===== config.mk =====
export PLATFORM = sky130hd
export DESIGN_NAME = dst_track_pipe
export DESIGN_NICKNAME = d
export VERILOG_FILES = /design/src/rtl/dst_track_pipe.sv
export SDC_FILE = /design/constraint.sdc
export NUM_CORES = 1
export LEC_CHECK = 0
export ABC_AREA = 1
export CAP_MARGIN = 20
export CORE_ASPECT_RATIO = 1.25
export CORE_UTILIZATION = 62
export CTS_BUF_LIST = sky130_fd_sc_hd__clkbuf_4 sky130_fd_sc_hd__clkbuf_8
export CTS_CLUSTER_SIZE = 12
export DETAILED_ROUTE_END_ITERATION = 16
export DONT_BUFFER_PORTS = 1
export PLACE_DENSITY_LB_ADDON = 0.25
export SLEW_MARGIN = 20
export SYNTH_ARGS = -nofsm -noshare
export SYNTH_HDL_FRONTEND = slang
export SYNTH_SLANG_ARGS = --single-unit

===== constraint.sdc =====
create_clock -name clk -period 5.8 [get_ports clk]
set_clock_uncertainty 0.05 [all_clocks]
set_input_delay 1.16 -clock clk [delete_from_list [all_inputs] [get_ports clk]]
set_output_delay 1.16 -clock clk [all_outputs]
set_load 0.005 [all_outputs]

===== src/rtl/dst_track_pipe.sv =====
// Destination-register tracking pipeline with stall/flush and hazard hits.
// Pairs lddw low/high slots into one 64-bit write to the low slot's dst.
module dst_track_pipe #(
  parameter int REG_W = 4,
  parameter int DEPTH = 2,
  parameter int IMM_W = 32
) (
  input  logic               clk,
  input  logic               rst,
  input  logic               in_valid,
  input  logic [REG_W-1:0]   in_dst,
  input  logic               in_lddw,
  input  logic [IMM_W-1:0]   in_imm,
  input  logic               stall,
  input  logic               flush,
  input  logic [REG_W-1:0]   src_idx,
  output logic [DEPTH-1:0]   hit_vec,
  output logic               out_valid,
  output logic [REG_W-1:0]   out_dst,
  output logic               lddw_pending,
  output logic               lddw_done,
  output logic [REG_W-1:0]   lddw_dst,
  output logic [2*IMM_W-1:0] lddw_imm
);

  typedef enum logic {
    IDLE,
    WAIT_HI
  } st_t;

  st_t st_q, st_d;

  logic acc;
  logic cap_lo;
  logic cap_hi;
  logic push_v;
  logic [REG_W-1:0] push_d;

  logic [DEPTH-1:0]            v_q;
  logic [DEPTH-1:0][REG_W-1:0] d_q;

  logic               done_q;
  logic [REG_W-1:0]   ldst_q;
  logic [2*IMM_W-1:0] limm_q;

  assign acc = in_valid & ~stall & ~flush;

  // Pair tracker next state and the entry pushed into stage 0.
  always_comb begin
    st_d   = st_q;
    cap_lo = 1'b0;
    cap_hi = 1'b0;
    push_v = 1'b0;
    push_d = '0;
    if (flush) begin
      st_d = IDLE;
    end else if (acc) begin
      unique case (st_q)
        IDLE: begin
          push_d = in_dst;
          if (in_lddw) begin
            st_d   = WAIT_HI;
            cap_lo = 1'b1;
          end else begin
            push_v = 1'b1;
          end
        end
        WAIT_HI: begin
          st_d   = IDLE;
          cap_hi = 1'b1;
          push_v = 1'b1;
          push_d = ldst_q;
        end
        default: ;
      endcase
    end
  end

  // Pair tracker state register.
  always_ff @(posedge clk or posedge rst) begin
    if (rst) st_q <= IDLE;
    else     st_q <= st_d;
  end

  // Delay line: clear on flush, hold on stall, otherwise shift.
  always_ff @(posedge clk or posedge rst) begin
    if (rst) begin
      v_q <= '0;
      d_q <= '0;
    end else if (flush) begin
      v_q <= '0;
      d_q <= '0;
    end else if (!stall) begin
      for (int k = DEPTH - 1; k > 0; k--) begin
        v_q[k] <= v_q[k-1];
        d_q[k] <= d_q[k-1];
      end
      v_q[0] <= push_v;
      d_q[0] <= push_d;
    end
  end

  // Captured lddw dst/imm halves and the one-cycle done pulse.
  always_ff @(posedge clk or posedge rst) begin
    if (rst) begin
      done_q <= 1'b0;
      ldst_q <= '0;
      limm_q <= '0;
    end else begin
      done_q <= cap_hi;
      if (cap_lo) begin
        ldst_q            <= in_dst;
        limm_q[IMM_W-1:0] <= in_imm;
      end
      if (cap_hi) begin
        limm_q[2*IMM_W-1:IMM_W] <= in_imm;
      end
    end
  end

  // Per-stage hazard match against the source index.
  always_comb begin
    hit_vec = '0;
    for (int k = 0; k < DEPTH; k++) begin
      hit_vec[k] = v_q[k] && (d_q[k] == src_idx);
    end
  end

  assign out_valid    = v_q[DEPTH-1];
  assign out_dst      = d_q[DEPTH-1];
  assign lddw_pending = (st_q == WAIT_HI);
  assign lddw_done    = done_q;
  assign lddw_dst     = ldst_q;
  assign lddw_imm     = limm_q;

endmodule


# == Yosys cells after proc, flatten, opt, wreduce, memory -nomap -nowiden ==
# Cells that the tools add are included.
# word_totals
reg_bits,80
out_inout_bits,77
elab_cells,38
in_bits,46
# classes
muxes,19
bitwise,5
eq_ne,3
reduce_logical,3
# ops
operator,n
8-bit two-way mux,2
1-bit two-way mux,11
4-bit equality test,2
4-bit case mux with 2 select lines,1
2-bit two-way mux,2
4-bit two-way mux,1
1-bit case mux with 2 select lines,2
1-bit NOT,3
1-bit bitwise AND,2
1-bit logical AND,2
2-bit by 1-bit inequality test with 1-bit output (second input constant),1
2-bit nonzero test,1

# == Logic depth before layout (Yosys ltp) ==
# depth
word_depth,6
depth_mapped,7

# == Worst setup path before layout ==
# Ideal clock, no wire load.
# synth_timing
kind,input to output
from,input port src_idx[1]
to,output port hit_vec[0]
cell_stages,6
setup_slack_ns,3.096
required_time_ns,4.590
arrival_time_ns,1.494
cell_sequence,inv_1 > nand2_1 > nand2_1 > inv_1 > nand3_1 > nor2_1
# synth_between
elab_chain_cells,2
# synth_rtl
element,line,text
"start, declared",16,"input logic [REG_W-1:0] src_idx,"
4-bit equality test,125,hit_vec[k] = v_q[k] && (d_q[k] == src_idx);
1-bit logical AND,125,
"end, declared",17,"output logic [DEPTH-1:0] hit_vec,"
# No other way between the ends.

# == Worst setup path in the final report ==
# Ends and elaborated chain as after synthesis.

==> run metrics <==
# DRC=0; Tmin final=2.758 ns; I/O pins=123; met2 Use GR=43.53%; most instantiated library cell after synthesis=nand2_1; Post-synth EDFFs=0; Total GRT Usage=26.59%; Leak=0.001913 uW; Top Family by Delay on Critical Path=simple AND/OR/NAND/NOR gates; Clock Latency Late Sink=0.35 ns; pin count of the biggest net entering global routing=81; Worst Min Path Start=lddw_imm[42]$_DFFE_PP0P_; nets@finish=425; via count=2323; Hold Crit Class=flop to flop; Hold Fails Final Rpt=0; initial antenna violation count=0; #FFs+latches synth=80; run status=complete, no violations; # clock sinks=80; MaxCap Viol Count=0; WL/cell=15.32 um; synth unique cells=17; top-area cell type share of the netlist area=61.26%; core box area=5080 um2; Vias/cell=5.209; post-synthesis cell area=3268 um2; vias in the first global route=2343; initial core utilization=64.33%; r2r startpoint=lddw_pending$_DFFE_PP0P_; slowest cell delay on critical path=0.13 ns; cells on worst reg2reg path=5; Synth top cells by count=241 x nand2_1, 80 x dfrtp_1, 16 x inv_1, 7 x buf_4, 6 x buf_2; Syn Nets=429; Placer Congestion=0.7296; met3 usage=11.81%; fraction of layout cells with a size suffix above 1=7.552%; CP max-delay cell=nor2_1; synth warn=0; crit path max fanout=4; R2R setup slack=3.99 ns; Routed Antenna Nets=0; Root Driver=clkbuf_8; Initial DRC Count=126; peak supply drop=222.3 uV; CTS max path bufs=2; GRT overflow=0; Mapped Cells=383; Setup TNS Final=0 ns; top cells by area, synth=dfrtp_1 61%, nand2_1 28%, inv_1 1.8%; post-cts resize count=0; Synth Flop Type=dfrtp_1; Hold-fix buffers, CTS=0; Final Cell Area=3447 um2; dpl hpwl=4.457 mm; antenna cells=0; Arrival @ worst endpoint=1.55 ns; Inserted Clock Buffers=9; Worst setup EP type=primary output; global routing's busiest layer=met2; critical setup path kind=primary input to primary output; Worst Hold Depth=2; WHS Endpoint=lddw_imm[42]$_DFFE_PP0P_; post-CTS setup buffers=0; fill count=400; Layout area overhead=5.475%; Worst Path Buf+Inv=2; Die X-Extent=66.94 um; instance area after placement=3238 um2; Setup crit start kind=primary input; cell taking the most area after synthesis=dfrtp_1; CP cell instances=inv_1 > nand2_1 > nand2_1 > inv_1 > nand3_1 > nor2_1; Worst Max-Slew Pin Slew=0.9649 ns; DRT Wirelength=6.831 mm; Reg clk slew, reported paths=0.07 ns; IO buf count=0; met1 usage in global routing=28.35%; register area share after synthesis=61.26%; part of the cycle the worst path needs=47.55%; final setup vio count=0; R2R Path End=lddw_imm[1]$_DFFE_PP0P_; ys async rst share=100.0%; Max Fclk=362.6 MHz; unrepaired setup endpoints after global routing=false; Max H-tree Level=3; Final Max Tran Viols=0; die area=5568 um2; Rows=29; Avg Cell Area, Syn=8.533 um2; power per cell area=368.4 nW/um2; Die H=83.18 um; headroom to the max-slew limit=35.67%; Worst EP required=4.59 ns; CTS tree=yes; TritonRoute pass-1 iters=4; first-pass GRT wire length=10.68 mm
## stage by stage
step,instances,worst slack [ns],utilization [%],power [uW],hold slack (ns)
2_1_floorplan,383,2.538,-,818.6,0.4154
4_1_cts,446,3.041,67.81,1281,0.4523
3_3_place_gp,430,3.067,63.74,848.7,0.4282
6_report,446,3.042,67.86,1270,0.4477
5_1_grt,446,2.929,67.86,1330,0.4685
3_5_place_dp,430,3.040,63.74,861.5,0.4343
## layout by cell type (no fill, tap or decap), types with 3 or more instances in the layout
cell      netlist  layout
nand2_1       241     240
dfrtp_1        80      80
inv_1          16      15
clkbuf_8        0      11
inv_2           5       5
o22ai_1         5       5
o21ai_0         5       5
nand3_1         4       4
clkinv_2        0       3
## state kept, by name (all words and copies together) (netlist names)
signal / count
d_q: 4
lddw_pending: 1
v_q: 2
lddw_imm: 64
lddw_done: 1
lddw_dst: 4
out_dst: 4
## cell families after synthesis
kind of cell    Yosys count  share of synthesized area [%]
compound gates           14                          2.488
buf+inv                  37                          5.973
flops                    80                          61.26
simple gates            252                          30.28
## power breakdown
group / switching (uW) / leakage (uW) / internal, uW / total [uW]
registers: 83.0 / 0.00104 / 653 / 736
clock network: 191 / 0.000110 / 231 / 422
logic: 70.9 / 0.000766 / 40.9 / 112
total: 345 / 0.00191 / 925 / 1270
## worst min-delay path, stage by stage (launching register included)
cell and delay, ns:
dfrtp_1 0.36, nand2_1 0.06, nand2_1 0.05
## area by class of cell
cell class                 instances  area, um2  share of cell area (%)
sequential                        80       2002                   58.08
multi-input combinational        266       1074                   31.14
clock buffer                      13      166.4                   4.828
inverter                          21      80.08                   2.323
tap                               62      77.57                   2.250
clock inverter                     3      40.04                   1.162
timing repair buffer               1      7.507                  0.2178
## per-layer routing
layer  vias up  part of all wire [%]
met1      1076                    39
met2        96                    51
met4         0                   1.4
met5         -                     0
li1       1143                     -
met3         8                   9.1
## how the worst max path moves through the flow
stage,cells after the start,end,start
2_1_floorplan,1,d_q[0]$_DFFE_PP0P_,rst
3_3_place_gp,6,hit_vec[0],src_idx[1]
3_5_place_dp,6,hit_vec[0],src_idx[1]
4_1_cts,6,hit_vec[0],src_idx[1]
5_1_grt,5,hit_vec[0],src_idx[2]
6_report,6,hit_vec[0],src_idx[1]
(Power assumes the default switching activity.)
